**src/rtl/tug_game_controller_pkg.sv**
```systemverilog
// Shared encodings and constants for the tug-of-war game sequencer.
package tug_pkg;

    localparam logic [1:0] ST_IDLE      = 2'd0;
    localparam logic [1:0] ST_COUNTDOWN = 2'd1;
    localparam logic [1:0] ST_PLAY      = 2'd2;
    localparam logic [1:0] ST_WIN       = 2'd3;

    localparam int         LED_W      = 7;
    localparam logic [2:0] CENTER_POS = 3'd3;
    localparam logic [2:0] POS_MAX    = 3'd6;
    localparam logic [2:0] POS_MIN    = 3'd0;

    localparam logic [1:0] WIN_NONE  = 2'b00;
    localparam logic [1:0] WIN_LEFT  = 2'b01;
    localparam logic [1:0] WIN_RIGHT = 2'b10;

    localparam logic [1:0] LEDCTL_OFF = 2'b00;
    localparam logic [1:0] LEDCTL_ON  = 2'b10;

    function automatic logic [LED_W-1:0] pos_to_score(input logic [2:0] pos);
        return 7'b0000001 << pos;
    endfunction

endpackage

```
**src/rtl/tug_game_controller_tick_counter.sv**
```systemverilog
// Loadable down-counter stepped by the slow tick; saturates at zero.
module tug_tick_counter #(
    parameter int W = 4
) (
    input  logic         clk,
    input  logic         rst,
    input  logic         load_i,
    input  logic [W-1:0] load_val_i,
    input  logic         dec_i,
    output logic [W-1:0] cnt_o,
    output logic         zero_o
);
    import tug_pkg::*;

    logic [W-1:0] cnt_q;
    logic [W-1:0] cnt_d;

    // Next count: a load wins over a decrement
    always_comb begin
        cnt_d = cnt_q;
        if (load_i) begin
            cnt_d = load_val_i;
        end else if (dec_i && (cnt_q != '0)) begin
            cnt_d = cnt_q - W'(1);
        end else begin
            cnt_d = cnt_q;
        end
    end

    // Count register
    always_ff @(posedge clk) begin
        if (rst) begin
            cnt_q <= '0;
        end else begin
            cnt_q <= cnt_d;
        end
    end

    assign cnt_o  = cnt_q;
    assign zero_o = (cnt_q == '0);

endmodule

```
**src/rtl/tug_game_controller.sv**
```systemverilog
// Tug-of-war sequencer: countdown with false-start penalties, rope play, win flash.
module tug_game_controller
    import tug_pkg::*;
#(
    parameter int START_TICKS = 3,
    parameter int FLASH_TICKS = 8
) (
    input  logic             clk,
    input  logic             rst,
    input  logic             tick,
    input  logic             clear,
    input  logic             pbl,
    input  logic             pbr,
    output logic [LED_W-1:0] score,
    output logic [1:0]       led_control,
    output logic [1:0]       winner
);
    localparam int CNT_MAX = (START_TICKS > FLASH_TICKS) ? START_TICKS : FLASH_TICKS;
    localparam int CNT_W   = $clog2(CNT_MAX + 1);

    logic [1:0]       state_q,  state_d;
    logic [2:0]       pos_q,    pos_d;
    logic [LED_W-1:0] score_q,  score_d;
    logic [1:0]       led_q,    led_d;
    logic [1:0]       winner_q, winner_d;
    logic             pen_l_q,  pen_l_d;
    logic             pen_r_q,  pen_r_d;

    logic             cnt_load_s;
    logic [CNT_W-1:0] cnt_load_val_s;
    logic             cnt_dec_s;
    logic [CNT_W-1:0] cnt_s;
    logic             cnt_zero_s;

    tug_tick_counter #(.W(CNT_W)) u_tick_counter (
        .clk        (clk),
        .rst        (rst),
        .load_i     (cnt_load_s),
        .load_val_i (cnt_load_val_s),
        .dec_i      (cnt_dec_s),
        .cnt_o      (cnt_s),
        .zero_o     (cnt_zero_s)
    );

    // Game FSM, rope position and output next-state
    always_comb begin
        state_d        = state_q;
        pos_d          = pos_q;
        led_d          = led_q;
        winner_d       = winner_q;
        pen_l_d        = pen_l_q;
        pen_r_d        = pen_r_q;
        cnt_load_s     = 1'b0;
        cnt_load_val_s = CNT_W'(START_TICKS);
        cnt_dec_s      = 1'b0;

        if (clear) begin
            state_d    = ST_COUNTDOWN;
            pos_d      = CENTER_POS;
            led_d      = LEDCTL_OFF;
            winner_d   = WIN_NONE;
            pen_l_d    = 1'b0;
            pen_r_d    = 1'b0;
            cnt_load_s = 1'b1;
        end else begin
            case (state_q)
                ST_IDLE: begin
                    led_d = LEDCTL_OFF;
                end
                ST_COUNTDOWN: begin
                    led_d   = LEDCTL_OFF;
                    pen_l_d = pen_l_q | pbl;
                    pen_r_d = pen_r_q | pbr;
                    if (tick) begin
                        cnt_dec_s = 1'b1;
                        if (cnt_s == CNT_W'(1)) begin
                            state_d = ST_PLAY;
                            led_d   = LEDCTL_ON;
                            // The non-penalised player gains one step at the start
                            if (pen_l_d && !pen_r_d) begin
                                pos_d = CENTER_POS - 3'd1;
                            end else if (pen_r_d && !pen_l_d) begin
                                pos_d = CENTER_POS + 3'd1;
                            end else begin
                                pos_d = CENTER_POS;
                            end
                            pen_l_d = 1'b0;
                            pen_r_d = 1'b0;
                        end else begin
                            state_d = ST_COUNTDOWN;
                        end
                    end else begin
                        state_d = ST_COUNTDOWN;
                    end
                end
                ST_PLAY: begin
                    led_d = LEDCTL_ON;
                    if (pbl != pbr) begin
                        pos_d = pbl ? (pos_q + 3'd1) : (pos_q - 3'd1);
                        if (pos_d == POS_MAX) begin
                            state_d        = ST_WIN;
                            winner_d       = WIN_LEFT;
                            led_d          = 2'b11;
                            cnt_load_s     = 1'b1;
                            cnt_load_val_s = CNT_W'(FLASH_TICKS);
                        end else if (pos_d == POS_MIN) begin
                            state_d        = ST_WIN;
                            winner_d       = WIN_RIGHT;
                            led_d          = 2'b11;
                            cnt_load_s     = 1'b1;
                            cnt_load_val_s = CNT_W'(FLASH_TICKS);
                        end else begin
                            state_d = ST_PLAY;
                        end
                    end else begin
                        pos_d = pos_q;
                    end
                end
                ST_WIN: begin
                    led_d[0] = 1'b1;
                    if (tick && !cnt_zero_s) begin
                        cnt_dec_s = 1'b1;
                        led_d[1]  = ~led_q[1];
                    end else if (cnt_zero_s) begin
                        led_d[1] = 1'b1;
                    end else begin
                        led_d[1] = led_q[1];
                    end
                end
                default: begin
                    state_d = ST_IDLE;
                    led_d   = LEDCTL_OFF;
                end
            endcase
        end
        score_d = pos_to_score(pos_d);
    end

    // State and registered outputs
    always_ff @(posedge clk) begin
        if (rst) begin
            state_q  <= ST_IDLE;
            pos_q    <= CENTER_POS;
            score_q  <= 7'b0001000;
            led_q    <= LEDCTL_OFF;
            winner_q <= WIN_NONE;
            pen_l_q  <= 1'b0;
            pen_r_q  <= 1'b0;
        end else begin
            state_q  <= state_d;
            pos_q    <= pos_d;
            score_q  <= score_d;
            led_q    <= led_d;
            winner_q <= winner_d;
            pen_l_q  <= pen_l_d;
            pen_r_q  <= pen_r_d;
        end
    end

    assign score       = score_q;
    assign led_control = led_q;
    assign winner      = winner_q;

endmodule
```
**config.mk**
```make
export PLATFORM = sky130hd
export DESIGN_NAME = tug_game_controller
export DESIGN_NICKNAME = d
export VERILOG_FILES = /design/src/rtl/tug_game_controller_pkg.sv /design/src/rtl/tug_game_controller_tick_counter.sv /design/src/rtl/tug_game_controller.sv
export SDC_FILE = /design/constraint.sdc
export NUM_CORES = 1
export LEC_CHECK = 0
export CAP_MARGIN = 20
export CORE_MARGIN = 2
export CORE_UTILIZATION = 54
export DETAILED_ROUTE_END_ITERATION = 12
export PLACE_DENSITY = 0.74
export SYNTH_ARGS = -nofsm -noshare
export SYNTH_HDL_FRONTEND = slang
export SYNTH_HIERARCHICAL = 1
export SYNTH_SLANG_ARGS = --single-unit
```
**constraint.sdc**
```tcl
create_clock -name clk -period 3.2 [get_ports clk]
set_input_delay 0.48 -clock clk [delete_from_list [all_inputs] [get_ports clk]]
set_output_delay 0.48 -clock clk [all_outputs]
set_load 0.02 [all_outputs]
```
==> results of run 1 <==
## sequential cells by signal, summed over array words and instances, names as in the netlist
name and flops:
led_control 2, pen_l_q 1, pen_r_q 1, pos_q 3
score 7, state_q 2, u_tick_counter/cnt_o 4, winner 2
## routing by layer
layer | up-vias | share of wire (%)
li1 | 585 | -
met1 | 518 | 48
met2 | 15 | 50
met3 | 2 | 2.0
met4 | 0 | 0.72
met5 | - | 0
## critical path: cells and delay by family
kind                       cells  cell delay, ps
muxes                          1             390
and+or+nand+nor                2             170
adders and majority gates      1             480
xor gates and xnor gates       1             290
buffers and inverters          2             630
AOI/OAI and AO/OA              2             570
## logic make-up after synthesis
group | count (synthesis) | synth area share, %
flip-flops | 22 | 32.2
multiplexers | 6 | 4.40
buffers and inverters | 22 | 6.23
AO/OA/AOI/OAI | 36 | 21.9
other | 1 | 0.274
adder cells (fa/ha/maj) | 9 | 8.79
AND/OR/NAND/NOR | 57 | 24.9
XOR/XNOR | 2 | 1.28
## metrics by stage
step / hold WS (ps) / util (%) / instances / worst slack, ps
2_1_floorplan: 493 / - / 155 / 800
3_5_place_dp: 455 / 63.9 / 197 / 102
6_report: 474 / 66.0 / 201 / 410
3_3_place_gp: 457 / 63.9 / 197 / 218
5_1_grt: 512 / 66.0 / 201 / 254
4_1_cts: 473 / 66.0 / 201 / 411
## Yosys cell counts (2+ instances only)
cell type   n
mux2i_1     6
inv_1      16
nand2b_1    3
nor3_1      6
buf_2       2
and2_1      2
a221oi_1    2
a311oi_1    2
nand3_1     4
nand3b_1    2
a21oi_1     9
clkbuf_1    4
dfxtp_1    22
nor4_1      3
ha_1        8
nor2_1     12
a211oi_1    2
nor4b_2     2
nand2_1    12
## power breakdown
part,switching (mW),internal (mW)
Clock,0.0862,0.127
Combinational,0.0927,0.0674
Sequential,0.0114,0.287
## final cells by class
cell class / instances / share of cell area [%]
Clock buffer: 3 / 1.40
Clock inverter: 1 / 1.87
Inverter: 16 / 3.74
Multi-Input combinational cell: 111 / 52.3
Sequential cell: 22 / 27.4
Tap cell: 30 / 2.34
Timing Repair Buffer: 18 / 10.9
## path summary, 6_finish.rpt
| kind | start | endpoint | slack (ps) | cells past startpoint |
|---|---|---|---|---|
| max reg2reg | pos_q[0] | u_tick_counter/cnt_o[1] | 480 | 9 |
| min | winner[0] | winner[0] | 470 | 2 |
| min reg2reg | winner[0] | winner[0] | 470 | 2 |
| max | pbl | u_tick_counter/cnt_o[1] | 410 | 9 |
==> metrics.md, run 1 <==
| Metric | Value |
|---|---|
| Outcome | `finished, final reports clean` |
| RSZ-0062 raised after global routing | `no` |
| Routed WL | `2.90 mm` |
| Final Hold Fails | `0` |
| Worst Setup Path Type | `in2reg` |
| Max VDD drop | `297 uV` |
| Post-synthesis cell area | `1370 um^2` |
| Worst Path Max Fanout | `4` |
| Via Count | `1,120` |
| Fill count | `223` |
| GRT overflow | `0` |
| Ports | `17` |
| Port buffer count | `16` |
| Fraction of layout cells with a size suffix above 1 | `11.1%` |
| Post-CTS sizing | `0` |
| Fin crit period | `2790 ps` |
| Critical path's largest stage delay | `480 ps` |
| Final setup violation count | `0` |
| Routability congestion estimate | `0.770` |
| Most frequent cells in the layout | `dfxtp_1, inv_1, clkdlybuf4s50_1, nand2_1, nor2_1` |
| NumNets Final | `187` |
| Yosys reg bits | `22` |
| Via density | `5.57` |
| Cts bufs inserted | `3` |
| Post-synth EDFFs | `0` |
| Met2 Track Usage GR | `37.8%` |
| Area grow syn2layout | `17.6%` |
| Initial antenna violation count | `0` |
| Setup_tns | `0 ps` |
| Crit-path slowest cell | `fa_1` |
| First-pass GRT wire length | `4.62 mm` |
| Die Width | `54.3 um` |
| Top_reg_cell synth | `dfxtp_1` |
| Post-CTS setup buffers | `0` |
| CP Launch Type | `input pin` |
| Pins Over Slew Limit | `0` |
| Die height | `54.3 um` |
| PwrDens | `418 nW/um^2` |
| Crit. End Element | `flop` |
| Full die area | `2950 um^2` |
| TritonCTS clock tree | `built` |
| Core box area | `2430 um^2` |
| Met3 Resource Use GR | `2.46%` |
| Area leader, netlist | `dfxtp_1` |
| Achievable Freq | `0.358 GHz` |
| H-tree level count | `1` |
| Required @ worst endpoint | `3420 ps` |
| Initial core utilization | `56.2%` |
| DP Area | `1550 um^2` |
| Yosys Warn Count | `6` |
| Pwr Total | `671 uW` |
| Multi-input gate area | `841 um^2` |
| GRT Util Overall | `21.6%` |
| Syn nets | `170` |
| Sequential share of the synthesized area | `32.2%` |
| CTS Hold Bufs | `0` |
| Clk slew on worst S/H paths | `130 ps` |
| GR peak layer | `met2` |
| Most common cell after layout, fill and taps aside | `dfxtp_1` |
| Number of global-route vias before repair | `979` |
| Clock skew | `5.50 ps` |
| Critical Path AT | `3010 ps` |
| First-pass DRT Iterations | `4` |
| Detail Route Antenna Nets | `0` |
| Lkg Pwr | `0.614 nW` |
| Critical-path cell list | `clkdlybuf4s50_1 > fa_1 > xnor2_1 > mux2i_1 > a32o_1 > nor2_1 > inv_1 > nor3_1 > a311o_1` |
| Worst skew pair latency | `310 ps` |
| Cell variety after synth | `55` |
| Site row count | `18` |
| Wire per inst | `14.4 um` |
| Top post-synthesis cells by area | `dfxtp_1, ha_1, mux2i_1, inv_1, a21oi_1` |
| Syn avg cell area | `8.81 um^2` |
| FF/Latch Area | `440 um^2` |
| Post-route cell area | `1610 um^2` |
| Post-synth top area share | `32.2%` |
| Largest net degree at the start of global routing | `14` |
| Number of max-cap violations | `0` |
| Max Buffers Root-to-Sink | `2` |
| Dpl hpwl | `2.28 mm` |
| DRT iter0 DRCs | `32` |
| # diodes | `0` |
| Clock sinks | `22` |
| Hold Path Class | `reg2reg` |
| FFs w/ async S/R, synth | `0%` |
| # DRC | `0` |
| Synthesized instance count | `155` |
| Final period util | `87.2%` |
| CTS root buffer | `clkbuf_4` |
| Grt met1 use | `28.4%` |
(Power assumes the default switching activity.)
==> inputs of run 2 (changes only) <==
--- a/config.mk
+++ b/config.mk
@@ -8,6 +8,7 @@
 export CAP_MARGIN = 20
 export CORE_MARGIN = 2
 export CORE_UTILIZATION = 54
+export CTS_CLUSTER_DIAMETER = 60
 export DETAILED_ROUTE_END_ITERATION = 12
 export PLACE_DENSITY = 0.74
 export SYNTH_ARGS = -nofsm -noshare
==> results of run 2 <==
Final layout, timing and power as in run 1 (identical DEF).
==> inputs of run 3 (changes only) <==
--- a/config.mk
+++ b/config.mk
@@ -6,8 +6,10 @@
 export NUM_CORES = 1
 export LEC_CHECK = 0
 export CAP_MARGIN = 20
+export CELL_PAD_IN_SITES_DETAIL_PLACEMENT = 2
+export CELL_PAD_IN_SITES_GLOBAL_PLACEMENT = 2
 export CORE_MARGIN = 2
-export CORE_UTILIZATION = 54
+export CORE_UTILIZATION = 33
 export CTS_CLUSTER_DIAMETER = 60
 export DETAILED_ROUTE_END_ITERATION = 12
 export PLACE_DENSITY = 0.74
==> metrics.md, run 3 (same netlist as run 1, synthesis figures left out) <==
| Metric | Value |
|---|---|
| # DRC | `0` |
| Most frequent cells in the layout | `dfxtp_1, inv_1, clkdlybuf4s50_1, nand2_1, nor2_1` |
| Worst Path Max Fanout | `4` |
| Via Count | `1,204` |
| Crit-path slowest cell | `fa_1` |
| Critical-path cell list | `clkdlybuf4s50_1 > fa_1 > xnor2_1 > mux2i_1 > a32o_1 > nor2_1 > inv_1 > nor3_1 > a311o_1` |
| Crit. End Element | `flop` |
| Largest net degree at the start of global routing | `13` |
| CP Launch Type | `input pin` |
| Final Hold Fails | `0` |
| Achievable Freq | `0.347 GHz` |
| Critical Path AT | `3040 ps` |
| Required @ worst endpoint | `3360 ps` |
| Area grow syn2layout | `19.6%` |
| Via density | `5.45` |
| Hold Path Class | `reg2reg` |
| Ports | `17` |
| Most common cell after layout, fill and taps aside | `dfxtp_1` |
| Max Buffers Root-to-Sink | `2` |
| Outcome | `finished, final reports clean` |
| Worst Setup Path Type | `in2reg` |
| Non-filler cells, final | `221` |
| GRT overflow | `0` |
| Full die area | `4670 um^2` |
| Routed WL | `3.98 mm` |
| PwrDens | `412 nW/um^2` |
| Max VDD drop | `173 uV` |
| Clock skew | `2.40 ps` |
| Pins Over Slew Limit | `0` |
| Detail Route Antenna Nets | `0` |
| Post-CTS setup buffers | `0` |
| Setup_tns | `0 ps` |
| DRT iter0 DRCs | `30` |
| NumNets Final | `187` |
| Wire per inst | `18.0 um` |
| CP bufs+invs | `2` |
| Port buffer count | `16` |
| Max FFs per register | `7` |
| Die height | `68.3 um` |
| Initial antenna violation count | `0` |
| Pwr Total | `673 uW` |
| Fraction of layout cells with a size suffix above 1 | `11.1%` |
| Core box area | `4000 um^2` |
| Placed cells | `217` |
| Final setup violation count | `0` |
| TritonCTS clock tree | `built` |
| Worst skew pair latency | `270 ps` |
| Number of global-route vias before repair | `1,286` |
| Fin crit period | `2880 ps` |
| Die Width | `68.3 um` |
| Site row count | `23` |
| Dpl hpwl | `3.16 mm` |
| Final period util | `90.1%` |
| Lkg Pwr | `0.615 nW` |
| Routability congestion estimate | `0.772` |
| Number of max-cap violations | `0` |
| Cts bufs inserted | `3` |
| H-tree level count | `1` |
| CTS root buffer | `clkbuf_8` |
| First-pass DRT Iterations | `4` |
| # diodes | `0` |
| Initial core utilization | `34.2%` |
| RSZ-0062 raised after global routing | `no` |
| Clock sinks | `22` |
| Largest delay contributor family on the critical path | `buffers and inverters` |
| GRT Util Overall | `19.2%` |
| CTS Hold Bufs | `0` |
| Clk slew on worst S/H paths | `80 ps` |
| Critical path's largest stage delay | `500 ps` |
| Post-CTS sizing | `0` |
| First-pass GRT wire length | `6.53 mm` |
-- run 3: changes by cell type in the layout (fill, tap and decap cells not counted) --
cell	before	now
bufinv_16	1	0
clkbuf_4	3	0
clkbuf_8	0	4
-- run 3: final timing paths --
check        cells after the start  slack [ps]                 endpoint       from
max                              9         320  u_tick_counter/cnt_o[1]        pbl
min                              2         480                winner[0]  winner[0]
max reg2reg                      9         430  u_tick_counter/cnt_o[1]   pos_q[0]
min reg2reg                      2         480                winner[0]  winner[0]
-- run 3: routing by layer --
| layer | GRT usage (%) | part of all wire, % | vias up |
|---|---|---|---|
| met5 | 0 | 0 | - |
| met4 | 5.25 | 1.2 | 0 |
| met3 | 2.47 | 1.3 | 5 |
| met2 | 32.4 | 49 | 9 |
| met1 | 25.7 | 49 | 598 |
| li1 | - | - | 592 |
-- run 3: report_power, final --
group	total, mW	switching (mW)	internal [mW]
clock network	0.205	0.0955	0.110
logic	0.169	0.101	0.0680
registers	0.299	0.0125	0.286
-- run 3: cell type report --
| class | instances | area [um^2] |
|---|---|---|
| Inverter | 16 | 60.1 |
| Clock buffer | 4 | 55.1 |
| Multi-Input combinational cell | 111 | 841 |
| Timing Repair Buffer | 18 | 175 |
| Sequential cell | 22 | 440 |
| Tap cell | 50 | 62.6 |
| Fill cell | 454 | 2370 |
-- run 3: worst reg2reg max path, stage by stage (launching register included) --
cell and delay (ps):
dfxtp_1 490, inv_1 110, fa_1 460, xnor2_1 290, mux2i_1 430, a32o_1 210, nor2_1 60, inv_1 170
nor3_1 80, a311o_1 360
-- run 3: per-stage QoR --
stage | utilization (%) | hold slack, ps | area, um^2 | worst slack [ps]
3_5_place_dp | 39.5 | 466 | 1580 | 25.4
4_1_cts | 40.9 | 481 | 1630 | 306
6_report | 40.9 | 478 | 1630 | 318
2_1_floorplan | - | 493 | 1370 | 800
3_3_place_gp | 39.5 | 459 | 1580 | 149
5_1_grt | 40.9 | 501 | 1630 | 131
